==> src/rtl/divider_iter.sv <==
// Iterative restoring radix-2 divider for the RISC-V M-extension DIV/DIVU/REM/REMU ops.
// Produces one quotient bit per cycle, applies sign correction, and holds the result until it is consumed.
`timescale 1ns/1ps
module divider_iter #(
  parameter int XLEN      = 32,
  parameter int EARLY_OUT = 1
) (
  input  logic            clk,
  input  logic            resetn,
  input  logic            req_valid,
  output logic            req_ready,
  input  logic [2:0]      funct3,
  input  logic            mul_ext_valid,
  input  logic [XLEN-1:0] dividend,
  input  logic [XLEN-1:0] divisor,
  output logic            div_valid,
  output logic            resp_valid,
  input  logic            resp_ready,
  output logic [XLEN-1:0] result,
  output logic            busy
);

  localparam int CW = $clog2(XLEN) + 1;

  typedef enum logic [1:0] {IDLE, CALC, FIX, DONE} state_t;

  state_t            state_reg, state_next;
  logic [CW-1:0]     count_reg;
  logic [XLEN:0]     rem_reg;
  logic [XLEN-1:0]   quo_reg;
  logic [XLEN-1:0]   dsr_reg;
  logic [XLEN-1:0]   result_reg;
  logic              signed_reg, sign_a_reg, sign_b_reg, zero_reg, rem_sel_reg;

  logic              accept, is_signed, div_zero, overflow, early;
  logic [XLEN-1:0]   mag_a, mag_b, early_result;
  logic [XLEN+1:0]   diff;
  logic              fits;
  logic              neg_q, neg_r;
  logic [XLEN-1:0]   q_fix, r_fix;

  assign div_valid = funct3[2] & mul_ext_valid;
  assign accept    = req_valid & req_ready & div_valid;
  assign is_signed = ~funct3[0];

  assign mag_a = (is_signed & dividend[XLEN-1]) ? -dividend : dividend;
  assign mag_b = (is_signed & divisor[XLEN-1])  ? -divisor  : divisor;

  assign div_zero = (divisor == '0);
  assign overflow = is_signed & (dividend == {1'b1, {(XLEN-1){1'b0}}}) & (&divisor);
  assign early    = (EARLY_OUT != 0) & (div_zero | overflow);

  // Divide-by-zero returns all ones / the dividend; signed overflow returns the dividend / zero.
  always_comb begin
    early_result = '0;
    if (div_zero)
      early_result = funct3[1] ? dividend : '1;
    else
      early_result = funct3[1] ? '0 : dividend;
  end

  // Trial subtraction on the shifted partial remainder; the extra top bit is the borrow.
  assign diff = {rem_reg, quo_reg[XLEN-1]} - {2'b00, dsr_reg};
  assign fits = ~diff[XLEN+1];

  assign neg_q = signed_reg & (sign_a_reg ^ sign_b_reg) & ~zero_reg;
  assign neg_r = signed_reg & sign_a_reg;
  assign q_fix = neg_q ? -quo_reg : quo_reg;
  assign r_fix = neg_r ? -rem_reg[XLEN-1:0] : rem_reg[XLEN-1:0];

  always_ff @(posedge clk or negedge resetn) begin
    if (!resetn)
      state_reg <= IDLE;
    else
      state_reg <= state_next;
  end

  always_comb begin
    state_next = state_reg;
    req_ready  = 1'b0;
    resp_valid = 1'b0;
    busy       = 1'b1;
    case (state_reg)
      IDLE: begin
        req_ready = 1'b1;
        busy      = 1'b0;
        if (accept)
          state_next = early ? DONE : CALC;
      end
      CALC: begin
        if (count_reg == CW'(1))
          state_next = FIX;
      end
      FIX: begin
        state_next = DONE;
      end
      DONE: begin
        resp_valid = 1'b1;
        if (resp_ready)
          state_next = IDLE;
      end
      default: state_next = IDLE;
    endcase
  end

  always_ff @(posedge clk or negedge resetn) begin
    if (!resetn) begin
      count_reg   <= '0;
      rem_reg     <= '0;
      quo_reg     <= '0;
      dsr_reg     <= '0;
      result_reg  <= '0;
      signed_reg  <= 1'b0;
      sign_a_reg  <= 1'b0;
      sign_b_reg  <= 1'b0;
      zero_reg    <= 1'b0;
      rem_sel_reg <= 1'b0;
    end else begin
      case (state_reg)
        IDLE: begin
          if (accept) begin
            count_reg   <= CW'(XLEN);
            rem_reg     <= '0;
            quo_reg     <= mag_a;
            dsr_reg     <= mag_b;
            signed_reg  <= is_signed;
            sign_a_reg  <= dividend[XLEN-1];
            sign_b_reg  <= divisor[XLEN-1];
            zero_reg    <= div_zero;
            rem_sel_reg <= funct3[1];
            if (early)
              result_reg <= early_result;
          end
        end
        CALC: begin
          count_reg <= count_reg - CW'(1);
          rem_reg   <= fits ? diff[XLEN:0] : {rem_reg[XLEN-1:0], quo_reg[XLEN-1]};
          quo_reg   <= {quo_reg[XLEN-2:0], fits};
        end
        FIX: begin
          result_reg <= rem_sel_reg ? r_fix : q_fix;
        end
        default: ;
      endcase
    end
  end

  assign result = result_reg;

endmodule

==> config.mk <==
export PLATFORM = sky130hd
export DESIGN_NAME = divider_iter
export DESIGN_NICKNAME = d
export VERILOG_FILES = /design/src/rtl/divider_iter.sv
export SDC_FILE = /design/constraint.sdc
export NUM_CORES = 1
export LEC_CHECK = 0
export BUFFER_PORTS_ARGS = -buffer_cell sky130_fd_sc_hd__buf_4
export CAP_MARGIN = 20
export CORE_UTILIZATION = 50
export CTS_CLUSTER_SIZE = 30
export DETAILED_ROUTE_END_ITERATION = 8
export GPL_TIMING_DRIVEN = 0
export PLACE_DENSITY = 0.72
export SLEW_MARGIN = 20
export SYNTH_ARGS = -nofsm -noshare
export SYNTH_HDL_FRONTEND = slang
export SYNTH_SLANG_ARGS = --single-unit
==> constraint.sdc <==
create_clock -name clk -period 2.8 [get_ports clk]
set_input_delay 0.14 -clock clk [delete_from_list [all_inputs] [get_ports clk]]
set_output_delay 0.14 -clock clk [all_outputs]
set_load 0.02 [all_outputs]
* Word level (Yosys, flattened, before mapping) *
Index checks and enable logic that the tools add are counted.

word-level totals
  register bits = 142
  bits in latches = 0
  bits in writable memories = 0
  ROM bits = 0
  output and inout port bits = 36
  memories = 0

operators by class
  $add $sub $neg = 6
  $mul = 0
  divide/modulo/power cells = 0
  order comparisons = 0
  equal/unequal tests = 9
  shift operators = 0
  muxes and demuxes = 26
  bitwise logic cells = 15
  reduce and logical (&&, ||, !) cells = 9

operators with widths
  operator                number
  $mux W32                11
  $neg A32 Y32            4
  $pmux W32 S2            2
  $mux W33                2
  $pmux W33 S2            1
  $sub A34 B32 Y34        1
  $eq A32 B32 Y1 const B  1
  $logic_not A32 Y1       1
  $reduce_and A32 Y1      1
  $pmux W6 S2             1
  $and A1 B1 Y1           10
  $mux W2                 4
  $ne A2 B2 Y1 const B    4
  $pmux W2 S4             1
  $eq A6 B1 Y1 const B    1
  $mux W6                 1
  $reduce_and A3 Y1       2
  $sub A6 B1 Y6 const B   1
  $eq A2 B2 Y1 const B    2
  $reduce_and A2 Y1       2
  $reduce_bool A2 Y1      2
  $mux W1                 3
  $not A1 Y1              3
  $eq A2 B1 Y1 const B    1
  3 further kinds         3

* Logic depth before layout (Yosys ltp) *
  depth in word-level cells = 7
  depth in mapped cells = 12

* Worst setup path before layout *
No wires, ideal clock.

  kind = register to register
  start = register rem_reg[19]
  end = register rem_reg[28]
  setup time = 0.126 ns
  arrival time = 2.916 ns
  required time = 2.674 ns
  slack = -0.242 ns
  cell stages (with the launch flop) = 12
  period minus slack after synthesis = 3.042 ns
  path through = dfrtp_1 > ha_1 > clkbuf_1 > and4_1 > nand2_1 > nor4_1 > o211ai_1 > and2_1 > a211oi_2 > buf_2 > nor2_1 > a221o_1

on the way
  longest elaborated chain between the ends = 3

ends and longest elaborated chain
  item                      RTL line  text
  start: declaration        29        logic [XLEN:0] rem_reg;
  start signal: assignment  137       rem_reg <= fits ? diff[XLEN:0] : {rem_reg[XLEN-1:0], quo_reg[XLEN-1]};
  $sub A34 B32 Y34          63        assign diff = {rem_reg, quo_reg[XLEN-1]} - {2'b00, dsr_reg};
  $mux W33                  137
  $pmux W33 S2              119       case (state_reg)

Every way passes these cells.
A chain may end at the register's enable or synchronous reset.

* Worst setup path in the final report *
  start = register quo_reg[31]
  end = register rem_reg[20]

on the way
  longest elaborated chain between the ends = 3

ends and longest elaborated chain
  item                      RTL line  text
  start: declaration        30        logic [XLEN-1:0] quo_reg;
  start signal: assignment  124       quo_reg <= mag_a;
  start signal: assignment  138       quo_reg <= {quo_reg[XLEN-2:0], fits};
  $sub A34 B32 Y34          63
  $mux W33                  137
  $pmux W33 S2              119

Every way passes these cells.

==> metrics.csv <==
metric,value,unit
most frequent cells in the layout,"nand2_1 (170), buf_4 (152), dfrtp_1 (122), o21ai_0 (121), a21oi_1 (103)",
"Req. time, crit path",3.15,ns
sequential-to-total area share from yosys stat,31.10,%
fmax,0.3290,GHz
critical-path maximum fanout,3,
die height,153.2,µm
Vias,12010,
net switching power,10.61,mW
post-DR vias/cell,6.367,
DRT Pass-1 Iters,6,
overall die width,153.2,µm
antenna diode count,0,
clock network power share,11.5,%
clock latency on the worst-skew pair,0.44,ns
dpl hpwl,29160,µm
First DRT Iteration DRCs,1279,
Worst Tran Pin Value,0.9171,ns
maxcap violations,0,
Clock Skews,0.009751,ns
internal power,10.79,mW
Final period util,108.6,%
final net count,1709,
status,finished with violations,
CTS buffer count,17,
FF-to-FF End,rem_reg[20],
CTS Sinks,142,
hold path cells,3,
WS Path Type,reg -> reg,
Netlist cell types,77,
crit-path cells,"inv_2, ha_4, inv_2, fa_2, a211oi_2, o211ai_1, a221o_1, a221o_1, a21boi_2, xnor2_1, mux2i_1, o21ai_1",
pin count of the biggest net entering global routing,98,
initial antenna violation count,0,
first-pass GRT wire length,61160,µm
maximum VDD drop,0.6578,mV
Async SR Flop Fraction,100.0,%
RSZ-0062 raised after global routing,yes,
most common library cell in the layout ignoring fill and taps,nand2_1,
Pwr Density,1468,nW/µm²
HP Class,in -> reg,
post-route ant nets,0,
gr usage total,33.57,%
# rows,54,
WHS,0.01536,ns
Hold Path Origin,divisor[26],
CTS root buffer,clkbuf_16,
nature of the critical path startpoint,register,
Comb pwr share,68.7,%
max reg flops,33,
Syn. warnings,0,
register share of total power,19.8,%
Final Critical Period,3.040,ns
worst path arrival time,3.39,ns
WHS Endpoint,dsr_reg[26],
# DRC,0,
R2R depth,12,
clock slew at reported path FFs,0.07,ns
"wirelength, routed",40040,µm
layout cells sized above 1,22.91,%
RR Startpoint,quo_reg[31],
total gr overflow,0,
CTS tree,done,
H-tree lvl count,4,
CP max stage cell,a221o_1,
I/O Buffers,107,
"Slew Viols, Final",0,
Synth Area per Inst,8.000,µm²
R2R Setup Slk,-0.24,ns
"flops & latches, synth",142,
Final Hold Fails,0,
maximum root-to-sink buffer count,2,
vias in the first global route,10980,
relative slew slack,38.73,%
Place WS,-1.072,ns
Setup Viol. Count Final,27,
Core ar.,22090,µm²
element type at the critical path end,register,
failing checks,negative setup slack,
top_reg_cell synth,dfrtp_1,
setup_tns,-2.750,ns
sw frac,49.57,%
PnR worst setup slack,-0.2397,ns
Max stage delay on crit path,0.43,ns
die area,23460,µm²
P_leak,6.183,nW
GP Congestion,0.9526,
starting density of the core,51.71,%
Syn Inst Count,1428,
P&R area growth vs syn,27.59,%
Mapped Area,11420,µm²
Synth Net Count,1544,
num ports,108,
number of flops mapped to enable cells by yosys,0,
DR WL/cell,21.23,µm
==> routing by layer <==
metal,vias to the layer above,routed length [µm],track usage (%)
met5,-,0,0
met4,0,1343,13.13
met3,118,4014,8.109
met2,658,17660,50.25
met1,5743,17020,46.55
li1,5490,-,-
==> worst max-delay path, delay by kind of cell (launching register included) <==
| family | cells | cell delay [ns] |
|---|---|---|
| AO/OA/AOI/OAI | 6 | 1.65 |
| XOR/XNOR | 1 | 0.13 |
| adder cells (fa/ha/maj) | 2 | 0.51 |
| buffers and inverters | 2 | 0.18 |
| flip-flops | 1 | 0.40 |
| multiplexers | 1 | 0.09 |
==> kinds of logic after synthesis <==
family,Yosys count,share of synthesized area (%)
compound gates,475,26.03
flops,142,31.10
buf+inv,148,5.180
fa+ha+maj,44,4.885
mux,38,3.800
xor+xnor,139,10.66
simple gates,442,18.34
==> repair_timing <==
item / CTS / global route
cloned: 1 / 2
setup buffers: 13 / 29
gates resized for setup: 89 / 141
hold endpoints to repair: 50 / 0
pin swaps: 13 / 35
endpoints found under the setup margin: 87 / 75
hold buffers: 6 / 0
==> worst max-delay path by stage <==
stage | start | end | slack (ns) | depth (start not counted)
2_1_floorplan | rem_reg[22] | rem_reg[28] | 0.005 | 11
3_3_place_gp | state_reg[0] | count_reg[0] | -0.98 | 10
3_5_place_dp | state_reg[0] | rem_reg[16] | -1.07 | 10
4_1_cts | rem_reg[20] | rem_reg[16] | -0.14 | 12
5_1_grt | quo_reg[31] | rem_reg[20] | -0.32 | 12
6_report | quo_reg[31] | rem_reg[20] | -0.24 | 12
==> power by group through the flow <==
stage / combinational (mW) / clock [mW] / sequential, mW
after floorplan: 8.24 / 0 / 4.01
final: 14.7 / 2.46 / 4.24
after global routing: 15.8 / 2.55 / 4.34
after global placement: 11.3 / 0 / 4.10
after detailed placement: 11.5 / 0 / 4.13
after CTS: 12.4 / 2.47 / 4.13
==> metrics by stage <==
step	cell area, µm²	instances	power, mW	utilization (%)
after floorplan	11450	1428	12.25	-
after global placement	12610	1815	15.39	57.06
after detailed placement	12640	1816	15.60	57.22
after CTS	13710	1858	19.01	62.04
after global routing	14580	1886	22.68	65.98
final	14580	1886	21.40	65.98
==> cell usage after synthesis (8+ instances only) <==
| cell type | number | share of area [%] |
|---|---|---|
| inv_1 | 62 | 2.0 |
| nand3_1 | 22 | 0.96 |
| o31ai_1 | 21 | 1.4 |
| nand2b_1 | 11 | 0.60 |
| o41ai_1 | 12 | 0.92 |
| nor2_1 | 100 | 3.3 |
| nor3_1 | 29 | 1.3 |
| dfrtp_1 | 142 | 31 |
| a31oi_1 | 15 | 0.82 |
| xor2_1 | 59 | 4.5 |
| clkbuf_1 | 69 | 2.3 |
| a21oi_1 | 116 | 5.1 |
| nand4_1 | 18 | 0.99 |
| mux2_4 | 10 | 1.3 |
| o21ai_1 | 34 | 1.5 |
| and3_1 | 8 | 0.44 |
| mux2i_1 | 25 | 2.2 |
| o21a_1 | 8 | 0.53 |
| o21ai_0 | 142 | 6.2 |
| nand2_1 | 173 | 5.7 |
| or3_1 | 16 | 0.88 |
| o211ai_1 | 26 | 1.7 |
| ha_1 | 43 | 4.7 |
| a21o_1 | 27 | 1.8 |
| or4_1 | 12 | 0.79 |
| nor4_1 | 20 | 1.1 |
| xnor2_1 | 80 | 6.1 |
==> area by class of cell <==
| type | count | area, µm² |
|---|---|---|
| tap | 280 | 350.3 |
| timing repair buffer | 159 | 1295 |
| fill | 1874 | 7517 |
| clock inverter | 13 | 177.7 |
| clock buffer | 19 | 442.9 |
| buffer | 73 | 399.1 |
| multi-input combinational | 1138 | 8100 |
| inverter | 62 | 232.7 |
| sequential | 142 | 3578 |
(Power assumes the default switching activity.)
